**config.mk**
```make
export PLATFORM = sky130hd
export DESIGN_NAME = axi_sram_responder
export DESIGN_NICKNAME = d
export VERILOG_FILES = /design/src/rtl/axi_sram_pkg.sv /design/src/rtl/axi_burst_addr_gen.sv /design/src/rtl/axi_sram_responder.sv
export SDC_FILE = /design/constraint.sdc
export NUM_CORES = 1
export LEC_CHECK = 0
export ABC_AREA = 1
export CAP_MARGIN = 20
export CORE_ASPECT_RATIO = 0.8
export CORE_MARGIN = 2
export CORE_UTILIZATION = 25
export DETAILED_ROUTE_END_ITERATION = 16
export PLACE_DENSITY_LB_ADDON = 0.05
export SYNTH_ARGS = -nofsm -noshare
export SYNTH_HDL_FRONTEND = slang
export SYNTH_HIERARCHICAL = 1
export SYNTH_SLANG_ARGS = --single-unit
export TNS_END_PERCENT = 1
```
**constraint.sdc**
```tcl
create_clock -name clk -period 1.7 [get_ports clk]
set_input_delay 0.17 -clock clk [delete_from_list [all_inputs] [get_ports clk]]
set_output_delay 0.17 -clock clk [all_outputs]
set_load 0.005 [all_outputs]
```
**src/rtl/axi_sram_pkg.sv**
```systemverilog
// Shared types and constants for the AXI4 slave that fronts a single-port word SRAM.
package axi_sram_pkg;

    typedef enum logic [2:0] {
        ST_IDLE  = 3'd0,
        ST_WRITE = 3'd1,
        ST_WRESP = 3'd2,
        ST_RREQ  = 3'd3,
        ST_RDATA = 3'd4
    } state_e;

    localparam logic [1:0] AXI_RESP_OKAY   = 2'b00;
    localparam logic [1:0] AXI_RESP_SLVERR = 2'b10;

    localparam logic [1:0] AXI_BURST_FIXED = 2'b00;
    localparam logic [1:0] AXI_BURST_INCR  = 2'b01;
    localparam logic [1:0] AXI_BURST_WRAP  = 2'b10;

    localparam logic [2:0] AXI_SIZE_WORD = 3'd2;

    // Only full-word INCR/FIXED bursts are served; anything else is answered with SLVERR.
    function automatic logic burst_err(input logic [2:0] size, input logic [1:0] burst);
        return (size != AXI_SIZE_WORD) || (burst == AXI_BURST_WRAP) || (burst == 2'b11);
    endfunction

    function automatic logic [1:0] resp_of(input logic err);
        return err ? AXI_RESP_SLVERR : AXI_RESP_OKAY;
    endfunction

endpackage

```
**src/rtl/axi_burst_addr_gen.sv**
```systemverilog
// Next word address and last-beat flag for the current burst beat; shared by read and write paths.
module axi_burst_addr_gen
    import axi_sram_pkg::*;
#(
    parameter int MEM_ADDR_WIDTH = 12
) (
    input  logic [MEM_ADDR_WIDTH-1:0] addr,
    input  logic [1:0]                burst,
    input  logic [7:0]                beat_cnt,
    input  logic [7:0]                len,
    output logic [MEM_ADDR_WIDTH-1:0] next_addr,
    output logic                      last_beat
);

    // INCR wraps at the top of memory through plain modulo arithmetic
    always_comb begin
        next_addr = addr;
        case (burst)
            AXI_BURST_INCR:  next_addr = addr + {{(MEM_ADDR_WIDTH-1){1'b0}}, 1'b1};
            AXI_BURST_FIXED: next_addr = addr;
            default:         next_addr = addr;
        endcase
        last_beat = (beat_cnt == len);
    end

endmodule

```
**src/rtl/axi_sram_responder.sv**
```systemverilog
// AXI4 slave endpoint serving a 1-cycle-latency word SRAM, one transaction at a time.
module axi_sram_responder
    import axi_sram_pkg::*;
#(
    parameter int AXI_ADDR_WIDTH = 32,
    parameter int AXI_DATA_WIDTH = 32,
    parameter int AXI_ID_WIDTH   = 4,
    parameter int AXI_USER_WIDTH = 1,
    parameter int MEM_ADDR_WIDTH = 12
) (
    input  logic                        clk,
    input  logic                        rst_n,
    input  logic                        aw_valid,
    input  logic [AXI_ADDR_WIDTH-1:0]   aw_addr,
    input  logic [7:0]                  aw_len,
    input  logic [2:0]                  aw_size,
    input  logic [1:0]                  aw_burst,
    input  logic [AXI_ID_WIDTH-1:0]     aw_id,
    input  logic [AXI_USER_WIDTH-1:0]   aw_user,
    output logic                        aw_ready,
    input  logic                        w_valid,
    input  logic [AXI_DATA_WIDTH-1:0]   w_data,
    input  logic [AXI_DATA_WIDTH/8-1:0] w_strb,
    input  logic                        w_last,
    input  logic [AXI_USER_WIDTH-1:0]   w_user,
    output logic                        w_ready,
    output logic                        b_valid,
    output logic [1:0]                  b_resp,
    output logic [AXI_ID_WIDTH-1:0]     b_id,
    output logic [AXI_USER_WIDTH-1:0]   b_user,
    input  logic                        b_ready,
    input  logic                        ar_valid,
    input  logic [AXI_ADDR_WIDTH-1:0]   ar_addr,
    input  logic [7:0]                  ar_len,
    input  logic [2:0]                  ar_size,
    input  logic [1:0]                  ar_burst,
    input  logic [AXI_ID_WIDTH-1:0]     ar_id,
    input  logic [AXI_USER_WIDTH-1:0]   ar_user,
    output logic                        ar_ready,
    output logic                        r_valid,
    output logic [AXI_DATA_WIDTH-1:0]   r_data,
    output logic [1:0]                  r_resp,
    output logic                        r_last,
    output logic [AXI_ID_WIDTH-1:0]     r_id,
    output logic [AXI_USER_WIDTH-1:0]   r_user,
    input  logic                        r_ready,
    output logic                        mem_req,
    output logic                        mem_we,
    output logic [MEM_ADDR_WIDTH-1:0]   mem_addr,
    output logic [AXI_DATA_WIDTH-1:0]   mem_wdata,
    output logic [AXI_DATA_WIDTH/8-1:0] mem_be,
    input  logic [AXI_DATA_WIDTH-1:0]   mem_rdata
);

    state_e                      state_r;
    logic                        prio_w_r;
    logic                        err_r;
    logic                        rd_first_r;
    logic [AXI_ID_WIDTH-1:0]     id_r;
    logic [7:0]                  len_r;
    logic [7:0]                  beat_r;
    logic [1:0]                  burst_r;
    logic [MEM_ADDR_WIDTH-1:0]   addr_r;
    logic [MEM_ADDR_WIDTH-1:0]   next_addr_s;
    logic                        last_s;
    logic [AXI_DATA_WIDTH-1:0]   rdata_hold_r;
    logic                        grant_w_s;
    logic                        grant_r_s;
    logic                        w_beat_s;
    logic                        wlast_err_s;
    logic                        unused_s;

    axi_burst_addr_gen #(
        .MEM_ADDR_WIDTH(MEM_ADDR_WIDTH)
    ) u_addr_gen (
        .addr      (addr_r),
        .burst     (burst_r),
        .beat_cnt  (beat_r),
        .len       (len_r),
        .next_addr (next_addr_s),
        .last_beat (last_s)
    );

    // Round-robin grant on a tie, fixed grant otherwise; only offered while idle
    always_comb begin
        grant_w_s = 1'b0;
        grant_r_s = 1'b0;
        if (state_r == ST_IDLE) begin
            grant_w_s = aw_valid && (!ar_valid || prio_w_r);
            grant_r_s = ar_valid && (!aw_valid || !prio_w_r);
        end else begin
            grant_w_s = 1'b0;
            grant_r_s = 1'b0;
        end
    end

    assign aw_ready    = grant_w_s;
    assign ar_ready    = grant_r_s;
    assign w_ready     = (state_r == ST_WRITE);
    assign w_beat_s    = w_ready && w_valid;
    assign wlast_err_s = w_beat_s && (w_last != last_s);
    assign b_user      = {AXI_USER_WIDTH{1'b0}};
    assign r_user      = {AXI_USER_WIDTH{1'b0}};
    assign unused_s    = ^{aw_addr, ar_addr, aw_user, ar_user, w_user};

    // The first data cycle forwards the SRAM output; later cycles replay the captured word
    assign r_data = rd_first_r ? (err_r ? {AXI_DATA_WIDTH{1'b0}} : mem_rdata) : rdata_hold_r;

    // SRAM request port: write beats pass straight through, reads issue from RREQ
    always_comb begin
        mem_req   = 1'b0;
        mem_we    = 1'b0;
        mem_addr  = addr_r;
        mem_wdata = {AXI_DATA_WIDTH{1'b0}};
        mem_be    = {(AXI_DATA_WIDTH/8){1'b0}};
        if (state_r == ST_WRITE) begin
            mem_req   = w_valid && !err_r;
            mem_we    = w_valid && !err_r;
            mem_wdata = w_data;
            mem_be    = w_strb;
        end else if (state_r == ST_RREQ) begin
            mem_req = !err_r;
        end else begin
            mem_req = 1'b0;
        end
    end

    // Transaction FSM with registered response-channel outputs
    always_ff @(posedge clk or negedge rst_n) begin
        if (!rst_n) begin
            state_r      <= ST_IDLE;
            prio_w_r     <= 1'b1;
            err_r        <= 1'b0;
            rd_first_r   <= 1'b0;
            id_r         <= {AXI_ID_WIDTH{1'b0}};
            len_r        <= 8'd0;
            beat_r       <= 8'd0;
            burst_r      <= 2'b00;
            addr_r       <= {MEM_ADDR_WIDTH{1'b0}};
            rdata_hold_r <= {AXI_DATA_WIDTH{1'b0}};
            b_valid      <= 1'b0;
            b_resp       <= AXI_RESP_OKAY;
            b_id         <= {AXI_ID_WIDTH{1'b0}};
            r_valid      <= 1'b0;
            r_last       <= 1'b0;
            r_resp       <= AXI_RESP_OKAY;
            r_id         <= {AXI_ID_WIDTH{1'b0}};
        end else begin
            rd_first_r <= 1'b0;
            if (rd_first_r) begin
                rdata_hold_r <= err_r ? {AXI_DATA_WIDTH{1'b0}} : mem_rdata;
            end
            case (state_r)
                ST_IDLE: begin
                    if (grant_w_s) begin
                        id_r    <= aw_id;
                        len_r   <= aw_len;
                        burst_r <= aw_burst;
                        addr_r  <= aw_addr[MEM_ADDR_WIDTH+1:2];
                        err_r   <= burst_err(aw_size, aw_burst);
                        beat_r  <= 8'd0;
                        state_r <= ST_WRITE;
                    end else if (grant_r_s) begin
                        id_r    <= ar_id;
                        len_r   <= ar_len;
                        burst_r <= ar_burst;
                        addr_r  <= ar_addr[MEM_ADDR_WIDTH+1:2];
                        err_r   <= burst_err(ar_size, ar_burst);
                        beat_r  <= 8'd0;
                        state_r <= ST_RREQ;
                    end
                    if (aw_valid && ar_valid) begin
                        prio_w_r <= !prio_w_r;
                    end
                end
                ST_WRITE: begin
                    if (w_beat_s) begin
                        err_r <= err_r || wlast_err_s;
                        if (last_s) begin
                            b_valid <= 1'b1;
                            b_id    <= id_r;
                            b_resp  <= resp_of(err_r || wlast_err_s);
                            state_r <= ST_WRESP;
                        end else begin
                            addr_r <= next_addr_s;
                            beat_r <= beat_r + 8'd1;
                        end
                    end
                end
                ST_WRESP: begin
                    if (b_ready) begin
                        b_valid <= 1'b0;
                        state_r <= ST_IDLE;
                    end
                end
                ST_RREQ: begin
                    r_valid    <= 1'b1;
                    r_last     <= last_s;
                    r_id       <= id_r;
                    r_resp     <= resp_of(err_r);
                    rd_first_r <= 1'b1;
                    state_r    <= ST_RDATA;
                end
                ST_RDATA: begin
                    if (r_ready) begin
                        r_valid <= 1'b0;
                        r_last  <= 1'b0;
                        if (last_s) begin
                            state_r <= ST_IDLE;
                        end else begin
                            addr_r  <= next_addr_s;
                            beat_r  <= beat_r + 8'd1;
                            state_r <= ST_RREQ;
                        end
                    end
                end
                default: state_r <= ST_IDLE;
            endcase
        end
    end

endmodule

```
# Yosys cells after proc, flatten, opt, wreduce, memory -nomap -nowiden
# Cells that the tools add are included.
# word_totals
reg_bits	87
elab_cells	118
output_inout_bits	102
# op_classes
n_reduce_logical	31
n_eq_ne	18
mux	50
n_addsub	2
# op_table
operator	n
2-to-1 mux 32 bit	3
2-to-1 mux 12 bit	6
2-to-1 mux 8 bit	7
one-hot mux 12 bit (3 select lines)	1
one-hot mux 8 bit (3 select lines)	1
2-to-1 mux 3 bit	6
one-hot mux 3 bit (5 select lines)	1
2-to-1 mux 1 bit	13
adder 12 x 1 -> 12 bit, second input constant	1
2-to-1 mux 4 bit	3
2-to-1 mux 2 bit	5
adder 8 x 1 -> 8 bit, second input constant	1
== test 2 bit, second input constant	4
== test 8 bit	1
one-hot mux 1 bit (2 select lines)	4
AND reduction 4 bit	2
nonzero test 2 bit	4
logical OR 1 bit	7
== test 3 x 2 -> 1 bit, second input constant	2
logical AND 1 bit	6
!= test 3 x 2 -> 1 bit, second input constant	2
AND reduction 2 bit	3
AND reduction 3 bit	2
AND reduction 5 bit	1
other kinds (10)	15

# Longest topological paths before layout
# Gate-level depths: netlist of run 1.
# depth
ltp_word	7
ltp_mapped	11
mapped_depth_nobuf	11

# Cells and area by module
# Netlist of run 1, hierarchy kept.
# modules_own_cells
module	cells_per_inst	area_per_inst_um2	instances	seq_area_each_um2
axi_sram_responder	655	4578.1	1	2128.3
axi_burst_addr_gen	74	399.1	1	0.0

# Least setup slack after synthesis of run 1
# OpenSTA, ideal clock, no wires.
# synth_timing
kind	register to register
from	register beat_r[4]
to	register b_id[0]
t_arrival_ps	1456
setup_slack_ps	118
n_path_buf	0
required_ps	1573
path_stages_with_launch	10
path_cell_list	dfrtp_1 xor2_1 nor2_1 nand2_1 nor2_1 nand2_1 nor2_1 inv_1 nand2_1 o21ai_0
# synth_via
elab_chain_cells	2
# synth_lines
item	line	source
from (decl)	axi_sram_responder.sv:61	logic [7:0] beat_r;
from (signal assigned)	axi_sram_responder.sv:186	beat_r <= beat_r + 8'd1;
from (signal assigned)	axi_sram_responder.sv:212	beat_r <= beat_r + 8'd1;
== test 8 bit	axi_burst_addr_gen.sv:23	last_beat = (beat_cnt == len);
named net last_s	axi_sram_responder.sv:65	logic last_s;
AND reduction 3 bit (no source line)	n/a	
to (signal assigned)	axi_sram_responder.sv:143	b_id <= {AXI_ID_WIDTH{1'b0}};
to (signal assigned)	axi_sram_responder.sv:181	b_id <= id_r;
to (decl)	axi_sram_responder.sv:29	output logic [AXI_ID_WIDTH-1:0] b_id,
# The timed path passes the listed nets, and every way through them passes these cells.
# A chain may end at the register's enable or synchronous reset.

# Worst setup path after layout of run 1
# layout_timing
from	register state_r[1]
to	output port mem_wdata[14]
# layout_via
elab_chain_cells	2
# layout_lines
item	line	source
from (decl)	axi_sram_responder.sv:55	state_e state_r;
from (signal assigned)	axi_sram_responder.sv:131	state_r <= ST_IDLE;
from (signal assigned)	axi_sram_responder.sv:162	state_r <= ST_WRITE;
from (signal assigned)	axi_sram_responder.sv:170	state_r <= ST_RREQ;
== test 3 x 1 -> 1 bit	axi_sram_responder.sv:116	if (state_r == ST_WRITE) begin
2-to-1 mux 32 bit	axi_sram_responder.sv:116	
to (decl)	axi_sram_responder.sv:50	output logic [AXI_DATA_WIDTH-1:0] mem_wdata,
# Every way passes these cells.

==> results of run 1 <==
-- area by class of cell --
| cell class | count | area (sq um) |
|---|---|---|
| Fill cell | 2086 | 11300 |
| Tap cell | 264 | 330 |
| Sequential cell | 85 | 2130 |
| Inverter | 147 | 554 |
| Multi-Input combinational cell | 465 | 2310 |
| Clock inverter | 7 | 56.3 |
| Clock buffer | 9 | 225 |
| Timing Repair Buffer | 292 | 2740 |
-- state kept, by name, indices dropped and copies added, names as in the netlist, 2 cells and up --
| name | count |
|---|---|
| state_r | 3 |
| id_r | 4 |
| r_id | 4 |
| burst_r | 2 |
| mem_addr | 12 |
| len_r | 8 |
| b_id | 4 |
| rdata_hold_r | 32 |
| beat_r | 8 |
-- final timing paths --
path	from	to	slack (ns)
setup / recovery	state_r[1]	mem_wdata[14]	-0.11
hold reg to reg	b_valid	b_valid	0.47
min in group clk	mem_rdata[18]	rdata_hold_r[18]	0.40
setup reg to reg	state_r[1]	mem_addr[9]	-0.09
max in group asynchronous	rst_n	state_r[1]	0.96
hold / removal	rst_n	len_r[3]	0.18
-- worst reg2reg max path: cells and delay by family (launching register included) --
kind / cells / cell delay, ns
buffers and inverters: 5 / 0.63
AND/OR/NAND/NOR: 7 / 0.61
flip-flops: 1 / 0.44
-- kinds of logic (layout without fill, tap and decap cells) --
| logic type | after synthesis | count (layout) | synth area share [%] |
|---|---|---|---|
| AO/OA/AOI/OAI | 79 | 79 | 7.97 |
| flip-flops | 85 | 85 | 42.8 |
| buffers and inverters | 182 | 455 | 14.9 |
| XOR/XNOR | 19 | 19 | 3.34 |
| adder cells (fa/ha/maj) | 2 | 2 | 0.503 |
| AND/OR/NAND/NOR | 361 | 361 | 30.5 |
| other | 1 | 4 | 0.0753 |
-- report_power, final --
group	switching, mW	leakage, nW	internal, mW
Clock	0.905	0.142	1.01
Sequential	0.559	1.07	2.78
Combinational	3.91	3.18	3.70
Total	5.37	4.39	7.48
-- metrics by stage --
stage | TNS (ns) | util, % | instances
floorplan | 0 | - | 732
global placement | -0.708 | 40.0 | 1236
detailed placement | -0.663 | 40.0 | 1236
CTS | -4.95 | 42.2 | 1267
global route | -7.87 | 42.4 | 1269
finish | -2.09 | 42.4 | 1269
-- synth_stat cells --
cell type	instances	area (sq um)
nand2_1	188	706
inv_1	139	522
dfrtp_1	84	2100
nand3_1	77	385
nor2_1	73	274
o21ai_0	43	215
a21oi_1	19	95.1
o21ai_1	16	80.1
buf_2	13	65.1
xnor2_1	12	105
clkbuf_1	10	37.5
nand4_1	8	50.1
buf_4	7	52.6
inv_2	7	26.3
xor2_1	7	61.3
nand2_2	6	37.5
nor2_2	4	25.0
buf_1	3	11.3
buf_6	2	22.5
ha_1	2	25.0
nor2_4	2	22.5
nor3_1	2	10.0
clkinv_1	1	3.75
conb_1	1	3.75
dfstp_2	1	26.3
o22ai_1	1	6.26
or2_1	1	6.26
-- what timing repair did --
item	4_1_cts	5_1_grt
hold endpoints to repair	84	0
cloned	4	0
buffers inserted	10	2
pin swaps	2	4
gates resized for setup	227	100
hold buffers	1	0
setup endpoints to repair	73	113
-- routing by layer --
layer / vias to the layer above / GRT usage, %
met3: 20 / 4.23
met5: - / 0
met1: 2357 / 20.4
met2: 143 / 29.0
met4: 0 / 4.27
li1: 2748 / -
==> summary.md, run 1 <==
| Metric | Value |
|---|---|
| Antenna violations before repair | 0 |
| Area after DPL | 7870 sq um |
| Nets | 1179 |
| Critical Path Slowest Stage Cell | dfrtp_2 |
| Area growth syn-to-layout | 67.8% |
| Post-route ant nets | 0 |
| # IOs | 279 |
| Vias per cell | 4.15 |
| Post-route setup slack | -0.110 ns |
| Netlist cell types | 27 |
| Maxcap violations | 0 |
| Hold slack | 0.179 ns |
| PD cells | 1540 nW/um^2 |
| # rows | 46 |
| Crit path required time | 1.53 ns |
| Met3 wire length | 1160 um |
| Setup violations, final | 45 |
| H-tree depth | 3 |
| 1st-pass router iterations | 4 |
| CP max stage delay | 0.44 ns |
| Clock transition at path regs | 0.07 ns |
| #FFs+latches synth | 85 |
| Vias in the first global route | 5130 |
| Max VDD drop | 0.000825 V |
| Drt drc | 0 |
| YS warnings | 6 |
| Final wirelength | 17200 um |
| Inserted Diodes | 0 |
| LEAKAGE | 4.39 nW |
| Die area | 21100 sq um |
| GRT overflow | 0 |
| Met2 WL | 8190 um |
| Max Clk Rate | 0.552 GHz |
| Clock root buffer master | clkbuf_16 |
| Commonest non-fill, non-tap cells in the layout | 185 x nand2_1, 157 x clkdlybuf4s50_1, 137 x inv_1 |
| Worst slack, placed | -0.122 ns |
| Status | complete, but fails checks |
| Worst min path class | in -> async |
| Power Total | 12.9 mW |
| Crit path DAT | 1.64 ns |
| Syn Std Cell Area | 4980 sq um |
| Crit path max-delay family | buffers and inverters |
| Post-DP HPWL | 12400 um |
| Gr usage total | 16.5% |
| First-pass GRT wire length | 27400 um |
| CTS tree | built |
| Gate Count Post-Synth | 729 |
| Via Count | 5268 |
| RSZ-0062 raised after global routing | true |
| Final Hold Fails | 0 |
| Largest fanout on the critical path | 9 |
| Buf/Inv on CP | 2 |
| Worst Reg-to-Reg Cells | 12 |
| CP endpoint kind | output port |
| Starting Density | 25.3% |
| Clock skew | 0.00810 ns |
| Wl on met1 | 7570 um |
| Minimum clock period | 1.81 ns |
| Post-route cell area | 8350 sq um |
| Crit path kind | reg -> out |
| Highest Signal Layer | met4 |
| Routability cong. | 0.742 |
| Chip width | 162 um |
| Clock Latency Late Sink | 0.35 ns |
| Mean cell area of the mapped netlist | 6.83 sq um |
| Failing checks | negative setup slack |
| CP Cell Sequence | nor2_4, nand2_4, bufbuf_16, nor2_1, dlygate4sd2_1 |
| Clock sink count | 85 |
| Final slew viol count | 0 |
| Core box area | 19700 sq um |
| Largest net degree at the start of global routing | 59 |
| Starting DRC count in detailed routing | 210 |
| Sequential-to-total area share from yosys stat | 42.8% |
| Drt wl/cell | 13.6 um |
| Die Span Y | 130 um |
| WP depth | 5 |
| Port bufs | 231 |
| Final period util | 106% |
| Max Root-Sink Buffers | 2 |
| Startpoint types | flop |
| Share of cells above drive strength 1 | 21.0% |
| Num CTS Buffers | 9 |
| Commonest non-fill, non-tap cell in the layout | nand2_1 |
Power figures use the tool's default switching activity.
==> run 2, diff against run 1 <==
--- a/config.mk
+++ b/config.mk
@@ -12,6 +12,7 @@
 export CORE_UTILIZATION = 25
 export DETAILED_ROUTE_END_ITERATION = 16
 export PLACE_DENSITY_LB_ADDON = 0.05
+export SKIP_LAST_GASP = 1
 export SYNTH_ARGS = -nofsm -noshare
 export SYNTH_HDL_FRONTEND = slang
 export SYNTH_HIERARCHICAL = 1
==> constraint.sdc (replaced) <==
create_clock -name clk -period 1.7 [get_ports clk]
set_input_delay 0.17 -clock clk [delete_from_list [all_inputs] [get_ports clk]]
set_output_delay 0.17 -clock clk [all_outputs]
set_load 0.1 [all_outputs]
==> run 2 against run 1 <==
  * The run still ends with negative setup slack left
  * Utilization rose by 6.1 points
  * Count of clock-buffer cells in the layout rose by 1
  * Final area rose by 14%
  * Sequential cell count did not move
  * First-iteration DRC count fell by 5.7%
  * Largest power group unchanged
  * Highest routed layer unchanged
==> summary.md, run 2 (same netlist as run 1, synthesis figures left out) <==
| Metric | Value |
|---|---|
| Commonest non-fill, non-tap cells in the layout | 186 x nand2_1, 136 x inv_1, 132 x clkdlybuf4s50_1 (was 185 x nand2_1, 157 x clkdlybuf4s50_1, 137 x inv_1) |
| Placed cell count | 1230 (was 1236) |
| Final slew viol count | 0 (unchanged) |
| Final period util | 104% (was 106%) |
| Port bufs | 231 (unchanged) |
| Inserted Diodes | 0 (unchanged) |
| Register area | 2140 sq um (was 2130 sq um) |
| Final cell count without fillers | 1263 (was 1269) |
| Max Clk Rate | 0.565 GHz (was 0.552 GHz) |
| Max VDD drop | 0.00111 V (was 0.000825 V) |
| Drt wl/cell | 12.9 um (was 13.6 um) |
| Clock sink count | 85 (unchanged) |
| CP dominant cell by count | buf_12 |
| Routability cong. | 0.723 (was 0.742) |
| Clk pwr share | 9.5% (was 14.9%) |
| Combinational Power Share | 74.7% (was 59.1%) |
| Internal power | 9.65 mW (was 7.48 mW) |
| Num CTS Buffers | 9 (unchanged) |
| LEAKAGE | 4.59 nW (was 4.39 nW) |
| Crit path required time | 1.53 ns (about the same) |
| # rows | 46 (unchanged) |
| Die Span Y | 130 um (unchanged) |
| Flop pwr share | 15.8% (was 25.9%) |
| Die area | 21100 sq um (unchanged) |
| Clock transition at path regs | 0.07 ns (about the same) |
| # IOs | 279 (unchanged) |
| Buf/Inv on CP | 2 (unchanged) |
| Largest net degree at the start of global routing | 35 (was 59) |
| Post-route ant nets | 0 (unchanged) |
| H-tree depth | 3 (unchanged) |
| Worst min path class | in -> async (unchanged) |
| Total Negative Setup Slacks | -1.32 ns (was -2.09 ns) |
| 1st-pass router iterations | 5 (was 4) |
| Area growth syn-to-layout | 91.8% (was 67.8%) |
| Crit path max-delay family | flip-flops (was buffers and inverters) |
| Gr usage total | 15.6% (was 16.5%) |
| Via Count | 5208 (was 5268) |
| Final Hold Fails | 0 (unchanged) |
| Max Root-Sink Buffers | 2 (unchanged) |
| Crit path kind | reg -> out (unchanged) |
| Starting DRC count in detailed routing | 198 (was 210) |
| Starting Density | 25.3% (unchanged) |
| Critical Path Slowest Stage Cell | dfrtp_2 (unchanged) |
| Clock root buffer master | clkbuf_16 (unchanged) |
| CP endpoint kind | output port (unchanged) |
| Drt drc | 0 (unchanged) |
| Max reg flops | 32 (unchanged) |
| PD cells | 2280 nW/um^2 (was 1540 nW/um^2) |
| Clock skew | 0.00727 ns (was 0.00810 ns) |
| CP max stage delay | 0.44 ns (about the same) |
| CTS tree | built (unchanged) |
| Post-DP HPWL | 12500 um (was 12400 um) |
| RSZ-0062 raised after global routing | true (unchanged) |
| Core box area | 19700 sq um (unchanged) |
| Startpoint types | flop (unchanged) |
| Status | complete, but fails checks (unchanged) |
| Antenna violations before repair | 0 (unchanged) |
| Commonest non-fill, non-tap cell in the layout | nand2_1 (unchanged) |
| Biggest register | rdata_hold_r (unchanged) |
| Largest fanout on the critical path | 13 (was 9) |
| Post-route setup slack | -0.0704 ns (was -0.110 ns) |
| Switch Pwr | 12.1 mW (was 5.37 mW) |
| Vias per cell | 4.12 (was 4.15) |
| Nets | 1173 (was 1179) |
| Fillers | 1926 (was 2086) |
| Failing checks | negative setup slack (unchanged) |
| Crit path DAT | 1.60 ns (was 1.64 ns) |
| Final core area utilization | 48.5% (was 42.4%) |
| Multi-input gate area | 2470 sq um (was 2310 sq um) |
| CP Cell Sequence | nor2_4, nand2_4, buf_12, nor2_2, buf_12 (was nor2_4, nand2_4, bufbuf_16, nor2_1, dlygate4sd2_1) |
| Maxcap violations | 0 (unchanged) |
| Final wirelength | 16400 um (was 17200 um) |
| Vias in the first global route | 4929 (was 5130) |
| Switch share | 55.7% (was 41.8%) |
| Share of cells above drive strength 1 | 27.2% (was 21.0%) |
| First-pass GRT wire length | 25700 um (was 27400 um) |
| Minimum clock period | 1.77 ns (was 1.81 ns) |
| GRT overflow | 0 (unchanged) |
| Setup violations, final | 41 (was 45) |
| Clock Latency Late Sink | 0.35 ns (about the same) |
| Chip width | 162 um (unchanged) |
==> run 2: changes by cell type in the layout (fill, tap and decap cells not counted), sizes merged, moves of 4 or more <==
cell	change
buf	+65
clkbuf	-24
clkdlybuf4s15	-9
clkdlybuf4s50	-25
dlygate4sd2	-4
dlymetal6s2s	-7
==> run 2: worst reg2reg max path: cells and delay by family, from the launching register on <==
kind	cells	cell delay, ns
AOI/OAI and AO/OA	2	0.27
buffers and inverters	4	0.59
DFF	1	0.44
and+or+nand+nor	3	0.29
==> run 2: power by group through the flow <==
stage               Clock, mW  Sequential [mW]  Combinational [mW]
CTS                      2.16             3.45                16.4
detailed placement          0             3.47                16.0
finish                   2.07             3.44                16.2
floorplan                   0             4.74                8.77
global placement            0             3.46                16.0
global route             2.22             3.54                17.2
==> run 2: worst paths after layout <==
check                         startpoint          endpoint  slack, ns  depth (start not counted)
setup / recovery              state_r[1]     mem_wdata[27]      -0.07                          5
hold / removal                     rst_n       mem_addr[9]       0.27                          2
setup reg to reg              state_r[1]           id_r[0]      -0.01                          9
hold reg to reg                  r_valid           r_valid       0.48                          2
max in group asynchronous          rst_n       mem_addr[0]       0.91                          3
min in group clk           mem_rdata[22]  rdata_hold_r[22]       0.42                          3
==> run 2: final cells by class <==
type,count,share of cell area (%)
Multi-Input combinational cell,465,25.9
Clock buffer,10,2.50
Sequential cell,85,22.4
Timing Repair Buffer,286,39.2
Inverter,147,5.81
Tap cell,264,3.46
Clock inverter,6,0.734
==> run 2: per-stage QoR <==
stage / instance area [sq um] / worst slack, ns / hold slack [ns] / total power [mW]
2_1_floorplan: 5310 / -0.266 / -0.126 / 13.5
3_3_place_gp: 9070 / -0.0187 / 0.115 / 19.4
3_5_place_dp: 9070 / -0.0133 / 0.114 / 19.5
4_1_cts: 9530 / -0.0820 / 0.278 / 22.0
5_1_grt: 9550 / -0.135 / 0.311 / 22.9
6_report: 9550 / -0.0704 / 0.275 / 21.8
==> run 2: routing by layer <==
layer	track usage [%]	vias up	share of wire [%]
met4	3.33	0	0.87
met5	0	-	0
met2	24.1	165	45
met3	5.66	11	7.9
li1	-	2752	-
met1	21.0	2280	46
==> run 2: repair_timing <==
action / CTS / global route
endpoints found under the hold margin: 20 / 0
buffers inserted: 17 / 0
hold buffers: 1 / 0
resized for setup: 9 / 7
pin swaps: 3 / 0
setup endpoints to repair: 42 / 115
